--- config.mk ---
export PLATFORM = sky130hd
export DESIGN_NAME = reload_fifo_ctrl
export DESIGN_NICKNAME = d
export VERILOG_FILES = /design/src/rtl/reload_pkg.sv /design/src/rtl/reload_skid_buf.sv /design/src/rtl/reload_fifo_ctrl.sv
export SDC_FILE = /design/constraint.sdc
export NUM_CORES = 1
export LEC_CHECK = 0
export BUFFER_PORTS_ARGS = -buffer_cell sky130_fd_sc_hd__buf_4
export CAP_MARGIN = 10
export CORE_AREA = 2 2 126 128
export CTS_BUF_LIST = sky130_fd_sc_hd__clkbuf_4 sky130_fd_sc_hd__clkbuf_8 sky130_fd_sc_hd__clkbuf_16
export CTS_CLUSTER_DIAMETER = 40
export CTS_CLUSTER_SIZE = 30
export DETAILED_ROUTE_END_ITERATION = 16
export DIE_AREA = 0 0 128 130
export PLACE_DENSITY_LB_ADDON = 0.15
export SLEW_MARGIN = 20
export SYNTH_ARGS = -nofsm -noshare
export SYNTH_HDL_FRONTEND = slang
export SYNTH_SLANG_ARGS = --single-unit
--- constraint.sdc ---
create_clock -name clk -period 3.2 [get_ports clk]
set_input_delay 0.64 -clock clk [delete_from_list [all_inputs] [get_ports clk]]
set_output_delay 0.64 -clock clk [all_outputs]
set_load 0.1 [all_outputs]
--- src/rtl/reload_pkg.sv ---
// reload_pkg: shared read-FSM state encoding and skid depth for the reload FIFO controller
package reload_pkg;
  typedef enum logic [1:0] {IDLE = 2'd0, RUN = 2'd1, DRAIN = 2'd2, FLUSH = 2'd3} reload_ctrl_state_t;
  localparam int RELOAD_SKID_DEPTH = 2;
endpackage

--- src/rtl/reload_skid_buf.sv ---
// reload_skid_buf: two-entry valid/ready buffer with synchronous clear
module reload_skid_buf #(
  parameter int W = 32
) (
  input  logic         clk,
  input  logic         reset_n,
  input  logic         clr,
  input  logic         in_valid,
  input  logic [W-1:0] in_data,
  output logic         out_valid,
  output logic [W-1:0] out_data,
  input  logic         out_ready,
  output logic [1:0]   cnt
);
  logic [W-1:0] d1;
  logic         pop;
  logic [1:0]   wr_idx;
  assign out_valid = cnt != 2'd0;
  assign pop       = out_valid && out_ready;
  assign wr_idx    = cnt - {1'b0, pop};
  always_ff @(posedge clk) begin
    if (!reset_n || clr) begin
      cnt      <= 2'd0;
      out_data <= '0;
      d1       <= '0;
    end else begin
      if (pop) out_data <= d1;
      if (in_valid && wr_idx == 2'd0) out_data <= in_data;
      if (in_valid && wr_idx == 2'd1) d1 <= in_data;
      cnt <= cnt + {1'b0, in_valid} - {1'b0, pop};
    end
  end
endmodule

--- src/rtl/reload_fifo_ctrl.sv ---
// reload_fifo_ctrl: round-robin FIFO write arbiter and length-counted read burst sequencer (stat counters built only with RELOAD_FIFO_CTRL_STATS_EN)
module reload_fifo_ctrl
  import reload_pkg::*;
#(
  parameter int NUM_REQ    = 4,
  parameter int FIFO_WIDTH = 32,
  parameter int MAX_BURST  = 256,
  parameter int LEN_W      = $clog2(MAX_BURST + 1)
) (
  input  logic                          clk,
  input  logic                          reset_n,
  input  logic [NUM_REQ-1:0]            req_valid,
  input  logic [NUM_REQ*FIFO_WIDTH-1:0] req_data,
  output logic [NUM_REQ-1:0]            req_ready,
  input  logic                          burst_start,
  input  logic [LEN_W-1:0]              burst_len,
  output logic [FIFO_WIDTH-1:0]         out_data,
  output logic                          out_valid,
  input  logic                          out_ready,
  output logic                          burst_busy,
  output logic                          burst_done,
  output logic                          burst_abort,
  input  logic                          flush,
  output logic [FIFO_WIDTH-1:0]         fifo_wrdata,
  output logic                          fifo_wren,
  output logic                          fifo_rden,
  output logic                          fifo_wr_reset,
  output logic                          fifo_rd_reset,
  input  logic [FIFO_WIDTH-1:0]         fifo_rddata,
  input  logic                          fifo_full,
  input  logic                          fifo_almost_full,
  input  logic                          fifo_empty,
  output logic [31:0]                   stat_wr_cnt,
  output logic [31:0]                   stat_rd_cnt
);
  localparam int IW = $clog2(NUM_REQ);
  reload_ctrl_state_t state;
  logic [IW-1:0]    last, win, j;
  logic             hit, xfer, in_flight, abort_r, hs, last_word;
  logic [LEN_W-1:0] rem, norm_len;
  logic [1:0]       skid_cnt, cred;
  always_comb begin
    win = last;
    hit = 1'b0;
    j   = '0;
    for (int k = NUM_REQ; k >= 1; k--) begin
      j = IW'((int'(last) + k) % NUM_REQ);
      if (req_valid[j]) begin
        win = j;
        hit = 1'b1;
      end
    end
  end
  assign xfer = reset_n && hit && !fifo_full && !(fifo_almost_full && fifo_wren) && state != FLUSH && !flush;
  assign req_ready = xfer ? NUM_REQ'(1) << win : '0;
  always_ff @(posedge clk) begin
    if (!reset_n) begin
      last        <= IW'(NUM_REQ - 1);
      fifo_wren   <= 1'b0;
      fifo_wrdata <= '0;
    end else begin
      fifo_wren <= xfer;
      if (xfer) begin
        last        <= win;
        fifo_wrdata <= req_data[win*FIFO_WIDTH +: FIFO_WIDTH];
      end
    end
  end
  assign norm_len = burst_len == '0 ? LEN_W'(1) : burst_len > LEN_W'(MAX_BURST) ? LEN_W'(MAX_BURST) : burst_len;
  assign hs        = out_valid && out_ready;
  assign cred      = skid_cnt + {1'b0, in_flight} - {1'b0, hs};
  assign fifo_rden = reset_n && !flush && state == RUN && !fifo_empty && cred < 2'(RELOAD_SKID_DEPTH);
  assign last_word = state == DRAIN && !in_flight && (skid_cnt == 2'd0 || (skid_cnt == 2'd1 && hs));
  assign burst_busy    = state == RUN || state == DRAIN;
  assign burst_abort   = reset_n && state == FLUSH && abort_r;
  assign burst_done    = reset_n && (burst_abort || (last_word && !flush));
  assign fifo_wr_reset = !reset_n || state == FLUSH;
  assign fifo_rd_reset = !reset_n || state == FLUSH;
  always_ff @(posedge clk) begin
    if (!reset_n) begin
      state     <= IDLE;
      rem       <= '0;
      in_flight <= 1'b0;
      abort_r   <= 1'b0;
    end else begin
      in_flight <= fifo_rden;
      abort_r   <= flush && (state == RUN || state == DRAIN);
      rem       <= state == IDLE && burst_start ? norm_len : fifo_rden ? rem - LEN_W'(1) : rem;
      state     <= flush ? FLUSH :
                   state == IDLE && burst_start ? RUN :
                   state == RUN && fifo_rden && rem == LEN_W'(1) ? DRAIN :
                   state == FLUSH || last_word ? IDLE : state;
    end
  end
  reload_skid_buf #(.W(FIFO_WIDTH)) u_skid (
    .clk       (clk),
    .reset_n   (reset_n),
    .clr       (flush || state == FLUSH),
    .in_valid  (in_flight),
    .in_data   (fifo_rddata),
    .out_valid (out_valid),
    .out_data  (out_data),
    .out_ready (out_ready),
    .cnt       (skid_cnt)
  );
`ifdef RELOAD_FIFO_CTRL_STATS_EN
  logic [31:0] wr_cnt, rd_cnt;
  always_ff @(posedge clk) begin
    if (!reset_n || state == FLUSH) begin
      wr_cnt <= '0;
      rd_cnt <= '0;
    end else begin
      if (fifo_wren) wr_cnt <= wr_cnt + 32'd1;
      if (hs) rd_cnt <= rd_cnt + 32'd1;
    end
  end
  assign stat_wr_cnt = wr_cnt;
  assign stat_rd_cnt = rd_cnt;
`else
  assign stat_wr_cnt = '0;
  assign stat_rd_cnt = '0;
`endif
endmodule

After elaboration in Yosys (flattened, before gate mapping):

Index checks and enable logic that the tools add are counted.

* bits of input ports: 181
* register bits: 114
* output and inout bits: 140
* word-level logic and storage cells: 105

* add/sub/neg operators: 8
* mux-type cells: 27
* $lt $le $gt $ge: 6
* reductions and logical operators: 45
* equal/unequal tests: 7
* shift operators: 2

Operators with widths (number)
* $shiftx A128 B8 Y32: 1
* $mux W32: 2
* $mux W9: 4
* $logic_and A1 B1 Y1: 24
* $mux W2: 8
* $lt A2 B3 Y1 const B: 4
* $eq A9 B1 Y1 const B: 1
* $gt A9 B9 Y1 const B: 1
* $logic_not A9 Y1: 1
* $sub A9 B1 Y9 const B: 1
* $bmux W1 S2: 4
* $mux W1: 8
* $logic_or A1 B1 Y1: 7
* $eq A2 B1 Y1 const B: 3
* $logic_not A1 Y1: 6
* $logic_not A2 Y1: 3
* $reduce_bool A2 Y1: 3
* $add A2 B1 Y2 const B: 2
* $add A2 B2 Y2 const B: 2
* $eq A2 B2 Y1 const B: 2
* $mux W4: 1
* $reduce_bool A4 Y1: 1
* $shl A1 B2 Y4 const A: 1
* $sub A2 B1 Y2: 2
* other kinds (3): 3

Logic depth before layout (Yosys ltp):

* word-level depth: 13
* mapped depth: 12
* gate-level depth less buffers: 8

Hierarchy:

From an unflattened synthesis, not the netlist that was laid out.

* cells, all modules: 805
* area total of the unflattened synthesis: 6847.8 µm²

By module, submodules not included
* reload_fifo_ctrl: area each 4072.7 µm², times used 1, cells an instance 461, sequential area each 960.9 µm²
* reload_skid_buf: area each 2775.2 µm², times used 1, cells an instance 344, sequential area each 1321.3 µm²

Worst setup path before layout:

OpenSTA, ideal clock, no wires.

* path type: input port to output port
* from: input port flush
* to: output port req_ready[2]
* buffers on the path: 2
* path slack: -0.807 ns
* data required time: 2.560 ns
* arrival: 3.367 ns
* stages on the path: 6
* cells stage by stage: or3b_1 -> clkbuf_1 -> a2111oi_4 -> nand4_4 -> buf_2 -> nor2_1

* cells in the longest elaborated chain, start to end: 3

Ends and longest elaborated chain
* start, declared: RTL line reload_fifo_ctrl.sv:23 `input logic flush,`
* $logic_not A1 Y1: RTL line reload_fifo_ctrl.sv:54 `assign xfer = reset_n && hit && !fifo_full && !(fifo_almost_full && fifo_wren) && state != FLUSH && !flush;`
* $logic_and A1 B1 Y1: RTL line reload_fifo_ctrl.sv:54
* $mux W4: RTL line reload_fifo_ctrl.sv:55 `assign req_ready = xfer ? NUM_REQ'(1) << win : '0;`
* end, declared: RTL line reload_fifo_ctrl.sv:14 `output logic [NUM_REQ-1:0] req_ready,`

Every way passes these cells.

Worst setup path after layout:

* from: register state[0]
* to: output port req_ready[1]

* cells in the longest elaborated chain, start to end: 4

Ends and longest elaborated chain
* start, declared: RTL line reload_fifo_ctrl.sv:37 `reload_ctrl_state_t state;`
* start signal, assigned: RTL line reload_fifo_ctrl.sv:89 `state <= flush ? FLUSH :`
* $ne A2 B2 Y1: RTL line reload_fifo_ctrl.sv:54
* $logic_and A1 B1 Y1 (2 in a row): RTL line reload_fifo_ctrl.sv:54
* $mux W4: RTL line reload_fifo_ctrl.sv:55

Every way passes these cells.

==> flow_summary.json <==
{
  "cts_buffer_depth": 2,
  "port-buffer-count": 256,
  "power_switching_share": 0.349,
  "synth_enable_flop_cells": 0,
  "syn_to_final_growth_pct": 41.8,
  "p_leak_nw": 4.54,
  "required_ps": 2560,
  "finalCritPeriodShare": 0.958,
  "clock-sinks": 114,
  "fp-row-count": 46,
  "fin_skew_ps": 6.26,
  "crit_arrival_ps": 2430,
  "grt_usage": 0.201,
  "cp_slowest_stage_delay_ps": 430,
  "p_int_mw": 3.02,
  "initial_core_util": 0.397,
  "drive_above_1_share": 0.389,
  "drc_errors": 0,
  "status": "complete, no violations",
  "cap_viol_max_count": 0,
  "cts_root_buf": "clkbuf_16",
  "crit_chain": "ha_1 -> or3b_4 -> a2111oi_4 -> buf_6 -> and3_1 -> buf_6",
  "hold_buffers": 0,
  "stdcell_count": 1086,
  "synth-main-ff-cell": "dfxtp_1",
  "mostFrequentLayoutCells": "buf_4, mux2i_1, dfxtp_1",
  "design.core.area_um2": 15400,
  "cp-end-kind": "output pin",
  "drtPass1Iterations": 4,
  "synth.yosys.warnings": 0,
  "insertedDiodeCount": 0,
  "ys_seq_elements": 114,
  "async_reset_ff_frac": 0,
  "final_common_cell": "buf_4",
  "via_per_inst": 4.99,
  "ios": 321,
  "critPathMaxFanout": 7,
  "die_x_um": 128,
  "combPwrFrac": 0.275,
  "cp_common_cell": "buf_6",
  "cp_slowest_cell": "a2111oi_4",
  "path_buf_inv": 2,
  "grt-ovfl-total": 0,
  "cts_tree": "built",
  "fillers": 1371,
  "grt_max_degree": 67,
  "drt_iter0_drc": 184,
  "min_path_type": "primary input to flop",
  "grt_pass1_wl_um": 26300,
  "die_y_um": 130,
  "rsz0062_at_grt": "no",
  "dr_total_vias": 5415,
  "syn_area_um2": 6120,
  "ys_seq_area_frac": 0.373,
  "clk_pin_slew_ps": 50,
  "path_delay_family": "simple AND/OR/NAND/NOR gates",
  "h-tree-depth": 4,
  "syn_area_per_cell_um2": 9.66,
  "slew_headroom": 0.508,
  "wl_per_cell_um": 16.4,
  "setup_viol": 0,
  "synth_cells": 634,
  "tightest_slew_ps": 732,
  "ir_worst_vdd_mv": 0.325,
  "post-dp-hpwl_um": 13700,
  "cellPowerDensity_nw_per_um2": 534,
  "drtAntennaViolNets": 0,
  "pwr-share-seq": 0.325,
  "min_period_ps": 3070,
  "clkLatencyLatePin_ps": 410,
  "crit_path_start_kind": "flop",
  "power.switching_mw": 1.61,
  "wl_um": 17800,
  "power.total_mw": 4.63,
  "clock.fmax_mhz": 326,
  "clockPowerShare": 0.400,
  "crit_type": "flop to output pin",
  "fin_tns_setup_ps": 0,
  "place_inst": 1053,
  "gp_congestion": 0.873,
  "ys_types": 54,
  "die-area_um2": 16600,
  "grt_pass1_vias": 5260,
  "finalHoldViolCount": 0,
  "slew_viol_final": 0,
  "num-nets-final": 1069,
  "cts_buffers": 17,
  "antenna_found_initial": 0
}
stage by stage:
stage	util	hold WS [ps]	cell area (um^2)	worst slack, ps
global placement	0.522	445	8050	146
finish	0.563	451	8680	134
CTS	0.562	429	8660	117
floorplan	-	463	6380	-61.1
global route	0.563	428	8680	10.5
detailed placement	0.522	450	8050	137
flip-flops by register name (all words and copies together), names as in the netlist:
name	cells
u_skid.d1	32
u_skid.out_data	32
u_skid.cnt	2
fifo_wrdata	32
state	2
rem	9
last	2
fifo_wren	1
in_flight	1
abort_r	1
routing by layer:
layer  vias to the layer above  part of all wire  GRT usage
li1                       2655                 -          -
met1                      2555              0.39      0.215
met2                       184              0.52      0.367
met3                        21             0.067     0.0652
met4                         0             0.021     0.0827
met5                         -                 0          0
power groups by stage:
stage          registers [mW]  logic, mW  clock network (mW)
6_report                 1.51       1.27                1.85
5_1_grt                  1.51       1.33                1.96
4_1_cts                  1.51       1.27                1.89
3_5_place_dp             1.54       1.27                   0
3_3_place_gp             1.53       1.26                   0
2_1_floorplan            1.79      0.736                   0
cells in the mapped netlist, types with 2 or more instances:
cell type / instances / area share
nand3b_1: 2 / 0.0025
nand3_1: 6 / 0.0049
a211o_1: 2 / 0.0029
o221ai_1: 3 / 0.0043
a2111oi_0: 2 / 0.0029
buf_4: 65 / 0.080
o21ai_0: 4 / 0.0033
xnor2_1: 2 / 0.0029
buf_1: 3 / 0.0018
or4_1: 2 / 0.0025
o221ai_2: 29 / 0.071
mux2i_1: 129 / 0.21
nor4_1: 4 / 0.0041
a211oi_1: 33 / 0.040
nor3_1: 5 / 0.0041
inv_1: 12 / 0.0074
clkbuf_1: 24 / 0.015
nand2_1: 44 / 0.027
buf_6: 3 / 0.0055
buf_2: 12 / 0.0098
or3_1: 2 / 0.0020
o21ai_1: 2 / 0.0016
ha_1: 7 / 0.014
a21oi_1: 6 / 0.0049
dfxtp_1: 114 / 0.37
and3_1: 6 / 0.0061
nand2b_1: 4 / 0.0041
nor2b_1: 2 / 0.0020
nor2_1: 75 / 0.046
a31oi_1: 4 / 0.0041
a21o_1: 3 / 0.0037
final cells by class:
cell class | instances | area (um^2) | share of cell area
Multi-Input combinational cell | 464 | 3410 | 0.393
Sequential cell | 114 | 2280 | 0.263
Timing Repair Buffer | 272 | 2110 | 0.243
Clock buffer | 20 | 460 | 0.0530
Tap cell | 192 | 240 | 0.0277
Clock inverter | 12 | 133 | 0.0153
Inverter | 12 | 45.0 | 0.00519
worst reg2reg max path, cell delays in order, from the launching register on:
cell and delay [ps]:
dfxtp_1 320, ha_1 250, or3b_4 420, a2111oi_4 430, nand4_4 210, buf_4 210, buf_4 270, o21ai_1 130
nand2_1 60
timing repair:
action / 4_1_cts / 5_1_grt
resized for setup: 5 / 4
endpoints found under the hold margin: 0 / 0
pin swaps: 2 / 2
endpoints found under the setup margin: 4 / 1
setup buffers: 1 / 0
final timing paths:
kind,start,end,slack (ps),cells past startpoint
worst max-delay path,state[0],req_ready[1],130,6
worst min-delay path,burst_len[2],rem[2],450,2
worst max register to register,state[0],last[0],780,8
worst min register to register,fifo_wrdata[30],fifo_wrdata[30],460,2
cell families (layout without fill, tap and decap cells):
| kind of cell | Yosys count | after routing | share of synthesized area |
|---|---|---|---|
| AOI/OAI and AO/OA | 100 | 100 | 0.159 |
| and+or+nand+nor | 161 | 161 | 0.119 |
| other | 1 | 64 | 0.000613 |
| DFF | 114 | 114 | 0.373 |
| xor gates and xnor gates | 3 | 3 | 0.00429 |
| buffers and inverters | 119 | 316 | 0.119 |
| muxes | 129 | 129 | 0.211 |
| adders and majority gates | 7 | 7 | 0.0143 |
(Power assumes the default switching activity.)
